$ cat config.mk
export PLATFORM = sky130hd
export DESIGN_NAME = riscv_alu_decode
export DESIGN_NICKNAME = d
export VERILOG_FILES = /design/src/rtl/riscv_alu_decode.sv
export SDC_FILE = /design/constraint.sdc
export NUM_CORES = 1
export LEC_CHECK = 0
export CAP_MARGIN = 20
export CORE_MARGIN = 2
export CORE_UTILIZATION = 40
export CTS_BUF_LIST = sky130_fd_sc_hd__clkbuf_4 sky130_fd_sc_hd__clkbuf_8 sky130_fd_sc_hd__clkbuf_16
export DETAILED_ROUTE_END_ITERATION = 16
export PLACE_DENSITY_LB_ADDON = 0.08
export SLEW_MARGIN = 20
export SYNTH_ARGS = -nofsm -noshare
export SYNTH_HDL_FRONTEND = slang
export SYNTH_SLANG_ARGS = --single-unit
export TNS_END_PERCENT = 50
$ cat constraint.sdc
create_clock -name clk -period 1.74 [get_ports clk]
set_input_delay 0.174 -clock clk [delete_from_list [all_inputs] [get_ports clk]]
set_output_delay 0.174 -clock clk [all_outputs]
set_load 0.01 [all_outputs]
$ cat src/rtl/riscv_alu_decode.sv
// RV32I ALU decode stage: turns R-type and I-type ALU instructions into an ALU control
// code plus operands. Results sit in a two-entry (main + skid) valid/ready buffer.
module riscv_alu_decode #(
  parameter bit SHAMT_CHECK = 1'b1
) (
  input  logic        clk,
  input  logic        rst,
  input  logic        in_valid,
  output logic        in_ready,
  input  logic [31:0] instr,
  input  logic [31:0] rs1_data,
  input  logic [31:0] rs2_data,
  output logic        out_valid,
  input  logic        out_ready,
  output logic [4:0]  alu_ctrl,
  output logic [31:0] op_a,
  output logic [31:0] op_b,
  output logic [4:0]  rd,
  output logic        illegal
);

  typedef struct packed {
    logic [4:0]  ctrl;
    logic [31:0] a;
    logic [31:0] b;
    logic [4:0]  rd;
    logic        ill;
  } entry_t;

  localparam logic [6:0] OPC_OP     = 7'b0110011;
  localparam logic [6:0] OPC_OP_IMM = 7'b0010011;

  logic [6:0]  opcode;
  logic [2:0]  funct3;
  logic [6:0]  funct7;
  logic        f7_zero;
  logic        f7_alt;
  logic        sh_zero;
  logic        sh_alt;
  logic        legal;
  logic [4:0]  ctrl;
  logic [31:0] opb;
  entry_t      dec;
  logic        unused_rs1_idx;

  entry_t main_q, main_d;
  entry_t skid_q, skid_d;
  logic   main_valid_q, main_valid_d;
  logic   skid_valid_q, skid_valid_d;
  logic   in_ready_q, in_ready_d;
  logic   accept;
  logic   drain;

  assign opcode  = instr[6:0];
  assign funct3  = instr[14:12];
  assign funct7  = instr[31:25];
  assign f7_zero = (funct7 == 7'h00);
  assign f7_alt  = (funct7 == 7'h20);
  // With SHAMT_CHECK off, instr[25] is a don't-care (RV64-style 6-bit shamt field).
  assign sh_zero = SHAMT_CHECK ? f7_zero : (funct7[6:1] == 6'h00);
  assign sh_alt  = SHAMT_CHECK ? f7_alt : (funct7[6:1] == 6'h10);
  // The register index is only consumed by the register file upstream.
  assign unused_rs1_idx = ^instr[19:15];

  always_comb begin
    legal = 1'b0;
    ctrl  = '0;
    opb   = '0;
    case (opcode)
      OPC_OP: begin
        opb = rs2_data;
        case (funct3)
          3'b000: begin
            if (f7_zero) begin
              legal = 1'b1;
              ctrl  = 5'd1;
            end else if (f7_alt) begin
              legal = 1'b1;
              ctrl  = 5'd9;
            end
          end
          3'b001: begin legal = f7_zero; ctrl = 5'd17; end
          3'b010: begin legal = f7_zero; ctrl = 5'd10; end
          3'b011: begin legal = f7_zero; ctrl = 5'd12; end
          3'b100: begin legal = f7_zero; ctrl = 5'd5;  end
          3'b101: begin
            if (f7_zero) begin
              legal = 1'b1;
              ctrl  = 5'd18;
            end else if (f7_alt) begin
              legal = 1'b1;
              ctrl  = 5'd19;
            end
          end
          3'b110: begin legal = f7_zero; ctrl = 5'd3; end
          default: begin legal = f7_zero; ctrl = 5'd7; end
        endcase
      end
      OPC_OP_IMM: begin
        opb = {{20{instr[31]}}, instr[31:20]};
        case (funct3)
          3'b000: begin legal = 1'b1; ctrl = 5'd2;  end
          3'b010: begin legal = 1'b1; ctrl = 5'd11; end
          3'b011: begin legal = 1'b1; ctrl = 5'd13; end
          3'b100: begin legal = 1'b1; ctrl = 5'd6;  end
          3'b110: begin legal = 1'b1; ctrl = 5'd4;  end
          3'b001: begin
            opb   = {27'd0, instr[24:20]};
            legal = sh_zero;
            ctrl  = 5'd14;
          end
          3'b101: begin
            opb = {27'd0, instr[24:20]};
            if (sh_zero) begin
              legal = 1'b1;
              ctrl  = 5'd15;
            end else if (sh_alt) begin
              legal = 1'b1;
              ctrl  = 5'd16;
            end
          end
          default: begin legal = 1'b1; ctrl = 5'd8; end
        endcase
      end
      default: ;
    endcase
  end

  // Illegal items still flow through the buffer, but carry only rd and the flag.
  always_comb begin
    dec    = '0;
    dec.rd = instr[11:7];
    if (legal) begin
      dec.ctrl = ctrl;
      dec.a    = rs1_data;
      dec.b    = opb;
    end else begin
      dec.ill = 1'b1;
    end
  end

  assign accept = in_valid & in_ready_q;
  assign drain  = main_valid_q & out_ready;

  always_comb begin
    main_d       = main_q;
    main_valid_d = main_valid_q;
    skid_d       = skid_q;
    skid_valid_d = skid_valid_q;
    if (!main_valid_q || drain) begin
      // in_ready is low whenever skid is full, so accept and skid refill never coincide.
      if (skid_valid_q) begin
        main_d       = skid_q;
        main_valid_d = 1'b1;
        skid_valid_d = 1'b0;
      end else if (accept) begin
        main_d       = dec;
        main_valid_d = 1'b1;
      end else begin
        main_valid_d = 1'b0;
      end
    end else if (accept) begin
      skid_d       = dec;
      skid_valid_d = 1'b1;
    end
    in_ready_d = !skid_valid_d;
  end

  always_ff @(posedge clk) begin
    if (rst) begin
      main_q       <= '0;
      skid_q       <= '0;
      main_valid_q <= 1'b0;
      skid_valid_q <= 1'b0;
      in_ready_q   <= 1'b0;
    end else begin
      main_q       <= main_d;
      skid_q       <= skid_d;
      main_valid_q <= main_valid_d;
      skid_valid_q <= skid_valid_d;
      in_ready_q   <= in_ready_d;
    end
  end

  assign in_ready  = in_ready_q;
  assign out_valid = main_valid_q;
  assign alu_ctrl  = main_q.ctrl;
  assign op_a      = main_q.a;
  assign op_b      = main_q.b;
  assign rd        = main_q.rd;
  assign illegal   = main_q.ill;

endmodule

== After elaboration in Yosys (flattened, before gate mapping) ==
Cells that the tools add are included.

* Register bits after elaboration: 153
* Bits of input ports: 100
* Output and inout bits: 77

* Equal/unequal tests: 9
* Mux-type cells: 24
* Bitwise gates (word level): 3
* Reduce and logical (&&, ||, !) cells: 10

{| class="wikitable"
|+ Operators by type and width
! operator !! number
|-
| $mux 75 || 2
|-
| $pmux 5 s7 || 2
|-
| $mux 69 || 1
|-
| $pmux 32 s2 || 1
|-
| $mux 32 || 1
|-
| $mux 5 || 4
|-
| $eq 7x6->1 const B || 2
|-
| $pmux 5 s2 || 1
|-
| $eq 3x3->1 const B || 3
|-
| $mux 1 || 8
|-
| $mux 4 || 2
|-
| $eq 7x5->1 const B || 1
|-
| $logic_not 7->1 || 1
|-
| $eq 3x2->1 const B || 2
|-
| $pmux 1 s2 || 2
|-
| $reduce_and 2->1 || 2
|-
| $reduce_or 2->1 || 2
|-
| $eq 3x1->1 const B || 1
|-
| $logic_not 3->1 || 1
|-
| $and 1x1->1 || 2
|-
| $logic_not 1->1 || 2
|-
| $reduce_bool 2->1 || 1
|-
| $logic_or 1x1->1 || 1
|-
| $not 1->1 || 1
|}

== Longest topological paths before layout ==
Gate-level depths: netlist of the first run.

* Depth in word-level cells: 8
* Depth in mapped cells: 8
* Mapped depth without buffers: 5

== Least setup slack after synthesis of the first run ==
OpenSTA, ideal clock, no wires.

* Path kind: register to register
* Start point: register skid_valid_q
* End point: register main_q (netlist bit op_b[14])
* Setup time: 0.132 ns
* Arrival: 1.691 ns
* Slack: -0.083 ns
* Stages on the path, launching flop included: 9
* Buffers on the path: 4
* Clock period less this slack: 1.823 ns
* Cell sequence: dfxtp_1 -> clkbuf_1 -> a21oi_1 -> or2_2 -> buf_2 -> clkbuf_1 -> clkbuf_1 -> a221oi_1 -> nor3_1

* Word-level cells in the longest chain between the ends: 2
* Elaborated cells between the ends (all ways): 3
* Those cells by class: 1 x mux; 2 x reduce/logical

{| class="wikitable"
|+ Ends and longest elaborated chain
! element !! RTL line !! text
|-
| start, declared || 49 || <nowiki>logic skid_valid_q, skid_valid_d;</nowiki>
|-
| start signal, assigned || 180 || <nowiki>skid_valid_q <= skid_valid_d;</nowiki>
|-
| $reduce_bool 2->1 (no line) || -- ||
|-
| $reduce_and 2->1 (no line) || -- ||
|-
| end signal, assigned || 177 || <nowiki>main_q <= main_d;</nowiki>
|-
| end, declared || 46 || <nowiki>entry_t main_q, main_d;</nowiki>
|}

Several ways; a longest one is shown, not always the timed one.
A chain may end at the register's enable or synchronous reset.

== Worst setup path in the final report of the first run ==
* Start point: input instr[12]
* End point: register main_q (netlist bit op_a[11])

* Word-level cells in the longest chain between the ends: 7
* Elaborated cells between the ends (all ways): 10
* Those cells by class: 2 x eq/ne; 6 x mux; 2 x reduce/logical

{| class="wikitable"
|+ Ends and longest elaborated chain
! element !! RTL line !! text
|-
| start, declared || 10 || <nowiki>input logic [31:0] instr,</nowiki>
|-
| $eq 3x3->1 / $logic_not 3->1 (equally long branches) || 72, 101 ||
|-
| $reduce_or 2->1 (no line) || -- ||
|-
| $mux 1 || -- ||
|-
| $pmux 1 s2 * || 69 || <nowiki>case (opcode)</nowiki>
|-
| $mux 69 * || 133 || <nowiki>if (legal) begin</nowiki>
|-
| $mux 75 * || 156 || <nowiki>end else if (accept) begin</nowiki>
|-
| $mux 75 * || 152 || <nowiki>if (skid_valid_q) begin</nowiki>
|}

Every way passes the cells marked *; elsewhere a longest branch is shown, timed or not. The select of a mux whose other input is x is not followed.

==> results of run 1 <==
## area by class of cell
type / count / area [um2]
fill: 1248 / 5622
sequential: 153 / 3067
multi-input combinational: 424 / 2988
timing repair buffer: 265 / 2679
clock buffer: 22 / 469.2
tap: 188 / 235.2
clock inverter: 7 / 71.32
inverter: 4 / 15.01
## where the power goes
group	leakage [nW]	switching [mW]	internal [mW]
Combinational	2.24	0.576	0.686
Sequential	1.25	0.0629	3.62
Clock	0.270	1.40	2.04
## registers in the layout (all words and copies together) (netlist names)
signal        cells
skid_valid_q      1
in_ready          1
op_a             32
illegal           1
skid_q           75
rd                5
out_valid         1
op_b             32
alu_ctrl          5
## critical path: stages
cell	delay, ps
dlygate4sd2_1	300
nor2b_1	180
o211a_1	300
a2111oi_4	450
buf_6	240
clkbuf_16	190
a221oi_2	60
nor3_1	170
## per-layer routing
metal / routed length (um) / global-route usage
met1: 8795 / 0.2930
met2: 9068 / 0.3973
met3: 1168 / 0.05551
met4: 366 / 0.09179
met5: 0 / 0
## repair_timing
item / in CTS / in global routing
endpoints found under the setup margin: 138 / 130
gates resized for setup: 36 / 36
gates cloned: 4 / 3
setup buffers: 8 / 1
pin swaps: 25 / 49
## layout by cell type (no fill, tap or decap), types with 4 or more instances in the layout
cell,n
a221oi_1,42
dfxtp_1,152
clkdlybuf4s50_1,158
clkbuf_16,20
nand2_1,25
nor2_1,79
nand2b_1,11
a221oi_2,17
buf_6,4
inv_1,4
a211oi_2,4
o21ai_0,12
buf_4,72
mux2_2,5
nor2b_1,4
nor3_1,63
a211oi_1,9
dlygate4sd2_1,7
buf_12,15
a22o_1,66
a21o_1,17
a21oi_1,19
clkbuf_4,4
mux2i_1,6
## worst max-delay path by stage
| stage | startpoint | end | slack, ps | depth (start not counted) |
|---|---|---|---|---|
| finish | instr[12] | op_a[11] | 10 | 8 |
| global route | instr[2] | op_a[11] | -60 | 10 |
| CTS | instr[2] | op_b[25] | 0.6 | 11 |
| detailed placement | instr[0] | skid_q[48] | -690 | 8 |
| global placement | instr[0] | op_b[30] | -650 | 9 |
| floorplan | skid_valid_q | op_b[23] | 10 | 8 |
## cell families (layout without fill, tap and decap cells)
| kind of cell | after synthesis | count (layout) | synth area share |
|---|---|---|---|
| AOI/OAI and AO/OA | 208 | 208 | 0.2724 |
| and+or+nand+nor | 205 | 205 | 0.1574 |
| DFF | 153 | 153 | 0.4973 |
| buffers and inverters | 71 | 298 | 0.05403 |
| muxes | 11 | 11 | 0.01889 |
==> reports/qor.yml, run 1 <==
status: "finished clean"
max_slew_margin: 0.6641
hold_viol: 0
fin_crit_sh: 0.9945
min_path_cells: 2
final_util: 0.6288
die_x_um: 128.1
cts_sinks: 153
r2r_start: "out_valid"
wirelength_mm: 19.40
crit_type: "in -> reg"
setup_violations: 0
ys_async_sr_fraction: 0
synth.largest_area_cell: "dfxtp_1"
drive_gt1_frac: 0.1966
syn_to_final_growth_pct: 54.62
clockRootBuffer: "clkbuf_16"
synth_area_um2: 6160
yosysSeqAreaShare: 0.4973
place.detailed.hpwl_mm: 12.46
cts.clk_slew.worst_paths_ps: 60
synth_flop_cell: "dfxtp_1"
antenna_found_initial: 0
clk_path_buf_depth: 2
synthesis.instances: 648
synth.cells.most_frequent: "dfxtp_1, nor2_1, a22o_1, nor3_1, a221oi_1"
drt_first_iter_violations: 407
syn_nets: 748
tns_ps: 0
via_per_inst: 5.695
min_to: "skid_q[14]"
synth_cell_types: 46
worstPathRequired_ps: 2080
wl_per_cell_um: 18.25
synth_area_leaders: "dfxtp_1, a22o_1, a221oi_1"
coreArea_um2: 15150
place.port_buffers: 171
r2r_setup_slack_ps: 130
grt_overflow_total: 0
min_from: "rst"
design_area_um2: 9524
whs_ps: 148.7
gp_congestion: 0.8772
peakVddDrop_v: 0.0006888
power_density_nw_per_um2: 881.1
yosys_warnings: 0
min_period_ps: 1730
globalRouteTotalUtil: 0.2359
die_area_um2: 16410
tightest_slew_ps: 503.9
num_vias: 6054
initial_core_util: 0.4067
place_ws_ps: -693.0
ctsHoldBuffers: 0
synth_top_area_share: 0.4973
cts_buffers: 17
finalNetCount: 965
reg2reg_to: "skid_q[17]"
dr.pass1.iters: 5
rsz0062_at_grt: "true"
min_path_type: "in -> reg"
setup.worst_path.start_class: "input pin"
clk_latency_ps: 420
avgSynthCellArea_um2: 9.506
cts_tree: "yes"
h-tree-depth: 4
ant_nets: 0
post_dp_cell_area_um2: 8538
drcViolationCount: 0
die_y_um: 128.1
num_io_pins: 177
max_freq_mhz: 577.9
yosysMostFrequentCell: "dfxtp_1"
cp_max_fo: 7
p_leak_nw: 3.759
final-max-slew-violation-count: 0
fin_ws_ps: 9.521
synth_edf_count: 0
total_power_mw: 8.392
grt_pass1_wl_mm: 30.75
cp.arrival_ps: 2070
grt_pass1_vias: 6163
maxCapViolCount: 0
final_cells: 1063
dp_cells: 1020
fin_skew_ps: 7.053
n_antenna_cell: 0
rr_worst_depth: 7
rows: 45
ys_ff_latch: 153
cp-end-kind: "flop"
grt_max_degree: 38
(Power assumes the default switching activity.)
==> inputs of run 2 (changes only) <==
Settings changed: CTS_CLUSTER_SIZE set to 10.
==> results of run 2 <==
No change in the layout: final DEF, timing and power equal those of run 1.
==> inputs of run 3 (changes only) <==
Settings changed: SETUP_SLACK_MARGIN set to 0.02, SLEW_MARGIN 20 to unset.
==> run 3 against run 2 <==
Against the previous run: combinational power barely moved; register-to-register slack barely moved; hold slack improved by 55 ps; first-iteration DRC count fell by 14%; die area did not move; flip-flop and latch count did not move; sequential power barely moved; critical endpoint is now skid_q[74]; highest routed layer is now met5.
==> reports/qor.yml, run 3 (synthesized netlist as in run 1, its figures left out) <==
maxCapViolCount: 0
ctsHoldBuffers: 0
cts.clk_slew.worst_paths_ps: 60
setup_violations: 0
r2r_setup_slack_ps: 120
die_y_um: 128.1
p_int_mw: 6.728
largest_reg_flops: 75
dr.pass1.iters: 5
clk_latency_ps: 420
syn_to_final_growth_pct: 55.17
place.port_buffers: 171
place_ws_ps: -725.6
ant_nets: 0
fin_skew_ps: 4.411
cp-end-kind: "flop"
cts_sinks: 153
design_area_um2: 9558
min_period_ps: 1650
die_x_um: 128.1
peakVddDrop_v: 0.0007201
initial_core_util: 0.4067
p_leak_nw: 3.798
fin_ws_ps: 90.42
setup.worst_path.start_class: "input pin"
cts_buffers: 17
tightest_slew_ps: 495.9
drcViolationCount: 0
max_slew_margin: 0.6694
grt_pass1_wl_mm: 29.24
globalRouteTotalUtil: 0.2234
finalNetCount: 963
hold_viol: 0
rsz0062_at_grt: "true"
place.detailed.hpwl_mm: 12.23
antenna_found_initial: 1
p_sw_frac: 0.2402
grt_max_degree: 49
netSwitchingPower_mw: 2.127
drt_first_iter_violations: 350
cts_tree: "yes"
grt_pass1_vias: 5890
cp_max_fo: 16
gp_congestion: 0.8556
power_density_nw_per_um2: 926.4
wirelength_mm: 19.00
power_frac_seq: 0.416
clk_path_buf_depth: 2
p_clk_frac: 0.443
n_antenna_cell: 0
max_freq_mhz: 606.2
regMostFlops: "skid_q"
num_io_pins: 177
clockRootBuffer: "clkbuf_16"
layout_common_cells: "clkdlybuf4s50_1, dfxtp_1, nor2_1"
status: "finished clean"
total_power_mw: 8.855
crit_type: "in -> reg"
fillers: 1210
post_dp_cell_area_um2: 8496
wl_per_cell_um: 17.86
final-max-slew-violation-count: 0
grt_overflow_total: 0
h-tree-depth: 4
die_area_um2: 16410
drive_gt1_frac: 0.1929
via_per_inst: 5.630
worstPathRequired_ps: 2100
rows: 45
fin_crit_sh: 0.9480
cp.arrival_ps: 2010
coreArea_um2: 15150
mostFrequentLayoutCell: "clkdlybuf4s50_1"
num_vias: 5990
min_path_type: "in -> reg"
p_comb_frac: 0.141
[run 3: final timing paths]
kind,from,end,depth (start not counted)
worst max register to register,out_valid,skid_q[74],6
worst min-delay path,rst,illegal,2
worst min register to register,skid_q[34],skid_q[34],2
worst max-delay path,instr[27],skid_q[74],9
[run 3: final cells by class]
cell class | count | area (um2) | area share
Clock buffer | 18 | 432.9 | 0.04529
Clock inverter | 14 | 197.7 | 0.02068
Inverter | 4 | 15.01 | 0.001571
Multi-Input combinational cell | 424 | 2949 | 0.3085
Sequential cell | 153 | 3067 | 0.3209
Tap cell | 188 | 235.2 | 0.02461
Timing Repair Buffer | 263 | 2661 | 0.2784
[run 3: power groups by stage]
stage               sequential (mW)  combinational (mW)  clock [mW]
floorplan                      3.81               0.441           0
global placement               3.76                1.18           0
detailed placement             3.76                1.20           0
CTS                            3.69                1.22        3.97
global route                   3.70                1.34        4.13
finish                         3.69                1.24        3.92
[run 3: critical path, stage by stage]
cell and delay, ps:
dlygate4sd2_1 270, nor4_4 270, a22oi_2 140, buf_4 160
a211o_4 300, nor3_4 170, buf_4 190, clkbuf_16 180
a22o_1 130
[run 3: layer usage]
layer	global-route usage	up-vias	wire [um]
met5	0	-	11
met3	0.05342	28	1004
met4	0.08533	2	400
li1	-	2888	-
met1	0.2808	2872	8501
met2	0.3721	200	9082
[run 3: through the flow]
stage | TNS (ps) | instances | util | hold slack [ps]
global route | -4.044 | 1064 | 0.6311 | 217.8
CTS | 0 | 1059 | 0.6188 | 194.1
global placement | -87370 | 1016 | 0.5609 | 433.0
detailed placement | -89090 | 1016 | 0.5609 | 441.9
floorplan | 0 | 648 | - | 299.5
finish | 0 | 1064 | 0.6311 | 203.4
[run 3: repair_timing]
action / 4_1_cts / 5_1_grt
pin swaps: 11 / 38
gates resized for setup: 37 / 30
endpoints found under the hold margin: 0 / 0
endpoints found under the setup margin: 138 / 127
gates cloned: 4 / 3
setup buffers: 7 / 2
